## config.mk

```make
export PLATFORM = sky130hd
export DESIGN_NAME = onehot_decoder_scan_flat
export DESIGN_NICKNAME = d
export VERILOG_FILES = /design/src/rtl/onehot_decoder_scan_if.sv /design/src/rtl/onehot_decoder_scan.sv /design/src/flat_wrapper.sv
export SDC_FILE = /design/constraint.sdc
export NUM_CORES = 1
export LEC_CHECK = 0
export ABC_CLOCK_PERIOD_IN_PS = 5200
export CORE_ASPECT_RATIO = 1.25
export CORE_MARGIN = 2
export CORE_UTILIZATION = 55
export CTS_CLUSTER_SIZE = 16
export DETAILED_ROUTE_END_ITERATION = 8
export PLACE_DENSITY_LB_ADDON = 0.15
export SYNTH_ARGS = -nofsm -noshare
export SYNTH_HDL_FRONTEND = slang
export SYNTH_SLANG_ARGS = --single-unit
```

## constraint.sdc

```tcl
create_clock -name clk -period 5.2 [get_ports clk]
set_input_delay 0.52 -clock clk [delete_from_list [all_inputs] [get_ports clk]]
set_output_delay 0.52 -clock clk [all_outputs]
set_load 0.1 [all_outputs]
```

## src/rtl/onehot_decoder_scan_if.sv

```systemverilog
// ---------------------------------------------------------------------------
// onehot_decoder_scan_if
// Command and output bundle for the one-hot decoder/scanner.
//   in_valid  : command valid                          (master -> slave)
//   in_ready  : command accepted on in_valid&in_ready  (slave  -> master)
//   mode      : 00 DIRECT, 01 SCAN_UP, 10 SCAN_DOWN, 11 ONESHOT
//   sel       : decode index or scan start index
//   dwell     : cycles-per-step minus one
//   out       : registered one-hot line vector, or all zero
//   out_valid : high whenever out is non-zero
//   busy      : high while a scan is running
// The master modport drives commands; the slave modport is the decoder.
// ---------------------------------------------------------------------------
interface onehot_decoder_scan_if #(
    parameter int SEL_W   = 4,
    parameter int DWELL_W = 4
);
    localparam int OUT_W = 2 ** SEL_W;

    logic               in_valid;
    logic               in_ready;
    logic [1:0]         mode;
    logic [SEL_W-1:0]   sel;
    logic [DWELL_W-1:0] dwell;
    logic [OUT_W-1:0]   out;
    logic               out_valid;
    logic               busy;

    modport master (
        output in_valid, mode, sel, dwell,
        input  in_ready, out, out_valid, busy
    );

    modport slave (
        input  in_valid, mode, sel, dwell,
        output in_ready, out, out_valid, busy
    );
endinterface

```

## src/rtl/onehot_decoder_scan.sv

```systemverilog
// ---------------------------------------------------------------------------
// onehot_decoder_scan
// Registered SEL_W-to-2^SEL_W one-hot decoder with a valid/ready command
// port, a block enable and three auto-scan modes (up, down, one-shot).
// Scan modes step the active line, holding each line dwell+1 cycles.
// Ports:
//   clk   : system clock, rising edge
//   rst_n : asynchronous active-low reset
//   en    : block enable; low forces IDLE with output cleared
//   bus   : command/output bundle (slave side), see onehot_decoder_scan_if
// ---------------------------------------------------------------------------
module onehot_decoder_scan #(
    parameter  int SEL_W   = 4,
    parameter  int DWELL_W = 4,
    localparam int OUT_W   = 2 ** SEL_W
) (
    input  logic                   clk,
    input  logic                   rst_n,
    input  logic                   en,
    onehot_decoder_scan_if.slave   bus
);

    typedef enum logic [1:0] {
        ST_IDLE = 2'b00,
        ST_HOLD = 2'b01,
        ST_SCAN = 2'b10
    } state_e;

    typedef enum logic [1:0] {
        MODE_DIRECT    = 2'b00,
        MODE_SCAN_UP   = 2'b01,
        MODE_SCAN_DOWN = 2'b10,
        MODE_ONESHOT   = 2'b11
    } mode_e;

    localparam logic [SEL_W-1:0]   IDX_ONE  = {{(SEL_W-1){1'b0}}, 1'b1};
    localparam logic [SEL_W-1:0]   IDX_MAX  = {SEL_W{1'b1}};
    localparam logic [SEL_W-1:0]   IDX_ZERO = {SEL_W{1'b0}};
    localparam logic [DWELL_W-1:0] DW_ONE   = {{(DWELL_W-1){1'b0}}, 1'b1};
    localparam logic [DWELL_W-1:0] DW_ZERO  = {DWELL_W{1'b0}};
    localparam logic [OUT_W-1:0]   OUT_ZERO = {OUT_W{1'b0}};

    state_e             state_q;
    mode_e              mode_q;
    logic [SEL_W-1:0]   idx_q;
    logic [DWELL_W-1:0] dcnt_q;
    logic [DWELL_W-1:0] dwell_q;
    logic [OUT_W-1:0]   out_q;
    logic               out_valid_q;
    logic               busy_q;

    logic               accept_s;
    logic [SEL_W-1:0]   idx_step_s;

    // Single set bit at position idx; never more than one line active.
    function automatic logic [OUT_W-1:0] onehot_f(input logic [SEL_W-1:0] idx);
        logic [OUT_W-1:0] v;
        v      = OUT_ZERO;
        v[idx] = 1'b1;
        return v;
    endfunction

    assign bus.in_ready  = en & (state_q != ST_SCAN);
    assign accept_s      = bus.in_valid & bus.in_ready;
    assign bus.out       = out_q;
    assign bus.out_valid = out_valid_q;
    assign bus.busy      = busy_q;

    // Next index at a scan step; SEL_W-bit arithmetic gives the natural wrap.
    always_comb begin
        idx_step_s = idx_q + IDX_ONE;
        if (mode_q == MODE_SCAN_DOWN) begin
            idx_step_s = idx_q - IDX_ONE;
        end else begin
            idx_step_s = idx_q + IDX_ONE;
        end
    end

    // Control FSM with registered one-hot output, valid and busy flags.
    always_ff @(posedge clk or negedge rst_n) begin
        if (!rst_n) begin
            state_q     <= ST_IDLE;
            mode_q      <= MODE_DIRECT;
            idx_q       <= IDX_ZERO;
            dcnt_q      <= DW_ZERO;
            dwell_q     <= DW_ZERO;
            out_q       <= OUT_ZERO;
            out_valid_q <= 1'b0;
            busy_q      <= 1'b0;
        end else if (!en) begin
            // Disable wins over any step or command in the same cycle.
            state_q     <= ST_IDLE;
            idx_q       <= IDX_ZERO;
            dcnt_q      <= DW_ZERO;
            out_q       <= OUT_ZERO;
            out_valid_q <= 1'b0;
            busy_q      <= 1'b0;
        end else begin
            case (state_q)
                ST_IDLE, ST_HOLD: begin
                    if (accept_s) begin
                        mode_q      <= mode_e'(bus.mode);
                        idx_q       <= bus.sel;
                        dcnt_q      <= bus.dwell;
                        dwell_q     <= bus.dwell;
                        out_q       <= onehot_f(bus.sel);
                        out_valid_q <= 1'b1;
                        if (mode_e'(bus.mode) == MODE_DIRECT) begin
                            state_q <= ST_HOLD;
                            busy_q  <= 1'b0;
                        end else begin
                            state_q <= ST_SCAN;
                            busy_q  <= 1'b1;
                        end
                    end else begin
                        state_q <= state_q;
                    end
                end
                ST_SCAN: begin
                    if (dcnt_q != DW_ZERO) begin
                        dcnt_q <= dcnt_q - DW_ONE;
                    end else if ((mode_q == MODE_ONESHOT) && (idx_q == IDX_MAX)) begin
                        // One-shot ends after the top line instead of wrapping.
                        state_q     <= ST_IDLE;
                        idx_q       <= IDX_ZERO;
                        out_q       <= OUT_ZERO;
                        out_valid_q <= 1'b0;
                        busy_q      <= 1'b0;
                    end else begin
                        dcnt_q <= dwell_q;
                        idx_q  <= idx_step_s;
                        out_q  <= onehot_f(idx_step_s);
                    end
                end
                default: begin
                    state_q     <= ST_IDLE;
                    out_q       <= OUT_ZERO;
                    out_valid_q <= 1'b0;
                    busy_q      <= 1'b0;
                end
            endcase
        end
    end

endmodule

```

## src/flat_wrapper.sv

```systemverilog
// flat-port wrapper written by rule: the top's interface ports become plain ports
module onehot_decoder_scan_flat 
#(
    parameter  int SEL_W   = 4,
    parameter  int DWELL_W = 4,
    localparam int OUT_W   = 2 ** SEL_W
)
  (clk, rst_n, en, bus_in_valid, bus_mode, bus_sel, bus_dwell, bus_in_ready, bus_out, bus_out_valid, bus_busy);
  onehot_decoder_scan_if #(.SEL_W(SEL_W), .DWELL_W(DWELL_W)) bus_i ();
  input  logic clk;
  input  logic rst_n;
  input  logic en;
  input wire logic [$bits(bus_i.in_valid)-1:0] bus_in_valid;
  input wire logic [$bits(bus_i.mode)-1:0] bus_mode;
  input wire logic [$bits(bus_i.sel)-1:0] bus_sel;
  input wire logic [$bits(bus_i.dwell)-1:0] bus_dwell;
  output wire logic [$bits(bus_i.in_ready)-1:0] bus_in_ready;
  output wire logic [$bits(bus_i.out)-1:0] bus_out;
  output wire logic [$bits(bus_i.out_valid)-1:0] bus_out_valid;
  output wire logic [$bits(bus_i.busy)-1:0] bus_busy;
  assign bus_i.in_valid = bus_in_valid;
  assign bus_i.mode = bus_mode;
  assign bus_i.sel = bus_sel;
  assign bus_i.dwell = bus_dwell;
  assign bus_in_ready = bus_i.in_ready;
  assign bus_out = bus_i.out;
  assign bus_out_valid = bus_i.out_valid;
  assign bus_busy = bus_i.busy;
  onehot_decoder_scan #(.SEL_W(SEL_W), .DWELL_W(DWELL_W)) u_core (.clk(clk), .rst_n(rst_n), .en(en), .bus(bus_i));
endmodule
```

* Yosys cells after proc, flatten, opt, wreduce, memory -nomap -nowiden
Index checks and enable logic that the tools add are counted.
** Word-level totals
- Register bits :: 34
- Input bits :: 14
- Output and inout port bits :: 19
- Word-level logic and storage cells :: 75
** Operators by class
- Add/sub/neg operators :: 3
- Order comparisons :: 4
- Equality and inequality tests :: 11
- Multiplexer cells :: 35
- Bitwise gates (word level) :: 2
- Reductions and logical operators :: 12
** Operators with widths (number)
- two-way mux 16 bit :: 4
- two-way mux 4 bit :: 9
- one-hot mux 16 bit (2 select lines) :: 1
- one-hot mux 4 bit (2 select lines) :: 2
- AND reduction 3 bit :: 4
- less-than comparator 4 x 5 -> 1 bit (second input constant) :: 2
- two-way mux 2 bit :: 5
- two-way mux 1 bit :: 9
- demux 1 bit (select 4 bit) :: 2
- greater-or-equal comparator 4 x 1 -> 1 bit (second input constant) :: 2
- subtractor 4 x 1 -> 4 bit (second input constant) :: 2
- equality test 2 bit (second input constant) :: 3
- != test 3 x 2 -> 1 bit (second input constant) :: 2
- adder 4 x 1 -> 4 bit (second input constant) :: 1
- equality test 4 bit (second input constant) :: 1
- logical NOT 2 bit :: 2
- != test 4 x 3 -> 1 bit (second input constant) :: 1
- one-hot mux 1 bit (2 select lines) :: 2
- one-hot mux 2 bit (2 select lines) :: 1
- nonzero test 4 bit :: 1
- logical AND 1 bit :: 3
- != test 3 x 1 -> 1 bit (second input constant) :: 1
- != test 3 bit (second input constant) :: 1
- bitwise AND 1 bit :: 2
- 4 further kinds :: 4

* Logic depth before layout (Yosys ltp)
- Word-level depth :: 10
- Depth in mapped cells :: 8
- Gate-level depth less buffers :: 7

* Least setup slack after synthesis
Ideal clock, no wire load.
- Path type :: reg-to-output
- Start point :: register, netlist name u_core.bus.busy
- End point :: output port bus_in_ready
- Data arrival time :: 2132 ps
- Data required time :: 4680 ps
- Slack :: 2548 ps
- Stages on the path, launching flop included :: 4
- Path buffers :: 1
- Cell sequence :: dfrtp_1 > nand2b_1 > and2_1 > clkbuf_1
** RTL lines
- end: declaration :: line flat_wrapper.sv:17 : output wire logic [$bits(bus_i.in_ready)-1:0] bus_in_ready;

* Final worst setup path
- Start point :: input port en
- End point :: output port bus_in_ready
** On the way
- Cells in the longest elaborated chain, start to end :: 1
** RTL lines
- start: declaration :: line flat_wrapper.sv:12 : input logic en;
- bitwise AND 1 bit :: line onehot_decoder_scan.sv:63 : assign bus.in_ready = en & (state_q != ST_SCAN);
Every way passes these cells.

==> flow_summary.yaml <==
timing:
  rsz0062_at_grt: "false"
  fin_setup_tns_ns: 0
  finalHoldViolCount: 0
  fin_skew_ns: 0.00664
  period_share_pct: 62.0
  relSlewSlack_pct: 35.1
  slew_violations: 0
  setup_ws_ns: 1.98
  worst_slew_pin_slew_ns: 0.970
  setup_viol: 0
  fin_crit_ns: 3.22
  fmax_mhz: 310
clock_tree:
  cts.repair.resized: 0
  ctsRootBufferMaster: "clkbuf_8"
  numCtsBuffers: 5
  clk_pin_slew_ns: 0.07
  ctsHoldBuffers: 0
  clockBufferDepth: 2
  post_cts_buffers: 0
  clock_latency_ns: 0.29
  cts_tree: "done"
  clkSinkCount: 33
  htree_levels: 2
setup_path:
  crit_path_max_incr_delay_ns: 1.19
  crit_path_frequent_cell: "clkdlybuf4s50_1"
  cp_cell_sequence: "clkdlybuf4s50_1, and2_1, clkdlybuf4s50_1"
  r2r_slack_ns: 2.83
  critPathArrivalTime_ns: 2.70
  startpoint_type: "input port"
  crit_family: "buffers and inverters"
  crit_required_ns: 4.68
  worstSetupPathType: "in -> out"
  cp_max_fo: 8
  endpoint_kind: "output pin"
  cp_num_buf_inv: 2
  cp_slowest_cell: "clkdlybuf4s50_1"
yosys:
  yosys_register_bits: 33
  synth_fp_nets: 190
  synth_area_leaders: "dfrtp_1 47%, a22oi_1 5.5%, ha_1 5.0%"
  syn_area_sq_mm: 0.00177
  synth_top_area_share_pct: 46.7
  ys_types: 40
  synth_warnings: 0
  yosysSeqAreaShare_pct: 46.7
  syn_area_per_cell_sq_um: 10.5
  synth_top_area_cell: "dfrtp_1"
  syn_inst: 169
die:
  ios: 33
  start_util_pct: 56.4
  die_w_um: 54.7
  fp.coreArea_sq_mm: 0.00314
  die-area_sq_mm: 0.00369
  fp-row-count: 23
  die_h_um: 67.4
routing:
  drtAntennaViolNets: 0
  vias: 1470
  wl_mm: 4.04
  viasPerCell: 6.05
  wl_per_cell_um: 16.6
  drc_errors: 0
  drtIter0Drc: 50
  drt_pass1_iterations: 5
global_routing:
  grtUsageMet2_pct: 43.9
  grt_use_met3_pct: 5.75
  use_met1_pct: 27.5
  grt_start_max_net_pins: 34
  grt_antenna_before_repair: 0
  grt_pass1_vias: 1460
  gr-usage-all-layers_pct: 25.3
  top_usage_layer: "met2"
  grt_remaining_overflow: 0
  grt_pass1_wl_mm: 6.58
place:
  gp_congestion: 0.851
  dpl.hpwl_mm: 3.07
  pre_cts_ws_ns: 2.02
  port_buffers: 32
pwr:
  power.density_mw_per_mm2: 551
  p_leak_nw: 0.962
  ir_worst_vdd_v: 0.000401
finish:
  diodes: 0
  fin_nets: 226
  syn_to_final_growth_pct: 27.8
  drive_gt1_share_pct: 10.7
outcome:
  status: "completed"
hold_path:
  min_path_type: "reg -> reg"
job:
  cap_violations: 0
## cell usage in the layout (no fill, tap or decap), drive strengths merged, types with 3 or more instances in the layout
master,count
dfrtp,33
clkdlybuf4s50,32
o21ai,20
a22oi,13
nand2,12
nor2,10
inv,7
ha,7
mux2,7
nand2b,5
a21oi,5
clkbuf,5
nor2b,4
nor3,4
a32oi,4
a221oi,4
nand3,4
mux2i,3
## power breakdown
part | total [mW] | switching, mW | leakage (nW) | internal (mW)
logic | 0.578 | 0.380 | 0.458 | 0.199
registers | 0.381 | 0.0615 | 0.435 | 0.320
clock network | 0.285 | 0.0949 | 0.0681 | 0.190
total | 1.24 | 0.536 | 0.962 | 0.709
## registers in the layout, summed over array words and instances (netlist names)
register,flops
u_core.dcnt_q,4
u_core.mode_q,2
u_core.bus.out,16
u_core.idx_q,4
u_core.bus.busy,1
u_core.state_q,1
u_core.bus.out_valid,1
u_core.dwell_q,4
## path summary, 6_finish.rpt
| path | from | endpoint | depth (start not counted) |
|---|---|---|---|
| min reg2reg | u_core.bus.out_valid$_DFFE_PN0P_ | u_core.bus.out_valid$_DFFE_PN0P_ | 2 |
| max reg2reg | u_core.mode_q[0]$_DFFE_PN0P_ | u_core.idx_q[2]$_DFFE_PN0P_ | 7 |
| min in group asynchronous | rst_n | u_core.bus.out[10]$_DFFE_PN0P_ | 2 |
| max in group asynchronous | rst_n | u_core.bus.out_valid$_DFFE_PN0P_ | 2 |
| max | en | bus_in_ready | 3 |
| min | u_core.bus.out_valid$_DFFE_PN0P_ | u_core.bus.out_valid$_DFFE_PN0P_ | 2 |
## synth_stat cells, drive strengths merged
cell type,instances
inv,7
nor3b,2
o32ai,1
and2,2
nand2,12
o211ai,2
a221o,1
o2bb2ai,2
o22ai,1
buf,2
a32oi,4
nand3b,2
a221oi,4
nor2b,4
xnor2,2
nor2,10
a21oi,5
o21bai,2
nand2b,5
a21o,1
xor2,2
a21boi,1
mux2,7
a22oi,13
nor3,4
mux2i,3
ha,7
or3b,2
nand3,4
o21ai,20
dfrtp,33
clkbuf,2
## metal layers
| metal | routed length (um) | up-vias |
|---|---|---|
| met5 | 0 | - |
| met4 | 139 | 0 |
| met3 | 221 | 14 |
| met2 | 2190 | 50 |
| met1 | 1480 | 710 |
| li1 | - | 696 |
## worst reg2reg max path, delay by kind of cell (launching register included)
kind                       cells  cell delay (ns)
muxes                          1             0.33
xor gates and xnor gates       2             0.53
AOI/OAI and AO/OA              2             0.42
DFF                            1             0.41
and+or+nand+nor                1             0.31
adders and majority gates      1             0.24
## cells by family (layout without fill, tap and decap cells)
logic type                 count (synthesis)  count (layout)  share of synthesized area [%]
AOI/OAI and AO/OA                         57              57                           22.8
and+or+nand+nor                           47              47                           13.9
DFF                                       33              33                           46.7
buffers and inverters                     11              48                           2.41
muxes                                     10              10                           6.37
adders and majority gates                  7               7                           4.95
xor gates and xnor gates                   4               4                           2.83
## area by class of cell
cell class                 instances  area (sq um)
sequential                        33           826
clock buffer                       5          68.8
multi-input combinational        125           900
timing repair buffer              33           328
inverter                           7          26.3
tap                               37          46.3
fill                             237           877
clock inverter                     3          65.1
## stage by stage
step | util, % | area (sq um) | total power [mW] | hold slack [ns] | cells
2_1_floorplan | - | 1770 | 0.819 | 0.224 | 169
3_3_place_gp | 67.8 | 2130 | 0.943 | 0.489 | 235
3_5_place_dp | 67.8 | 2130 | 0.963 | 0.495 | 235
4_1_cts | 72.0 | 2260 | 1.25 | 0.514 | 243
5_1_grt | 72.0 | 2260 | 1.32 | 0.535 | 243
6_report | 72.0 | 2260 | 1.24 | 0.509 | 243
Power figures use the tool's default switching activity.
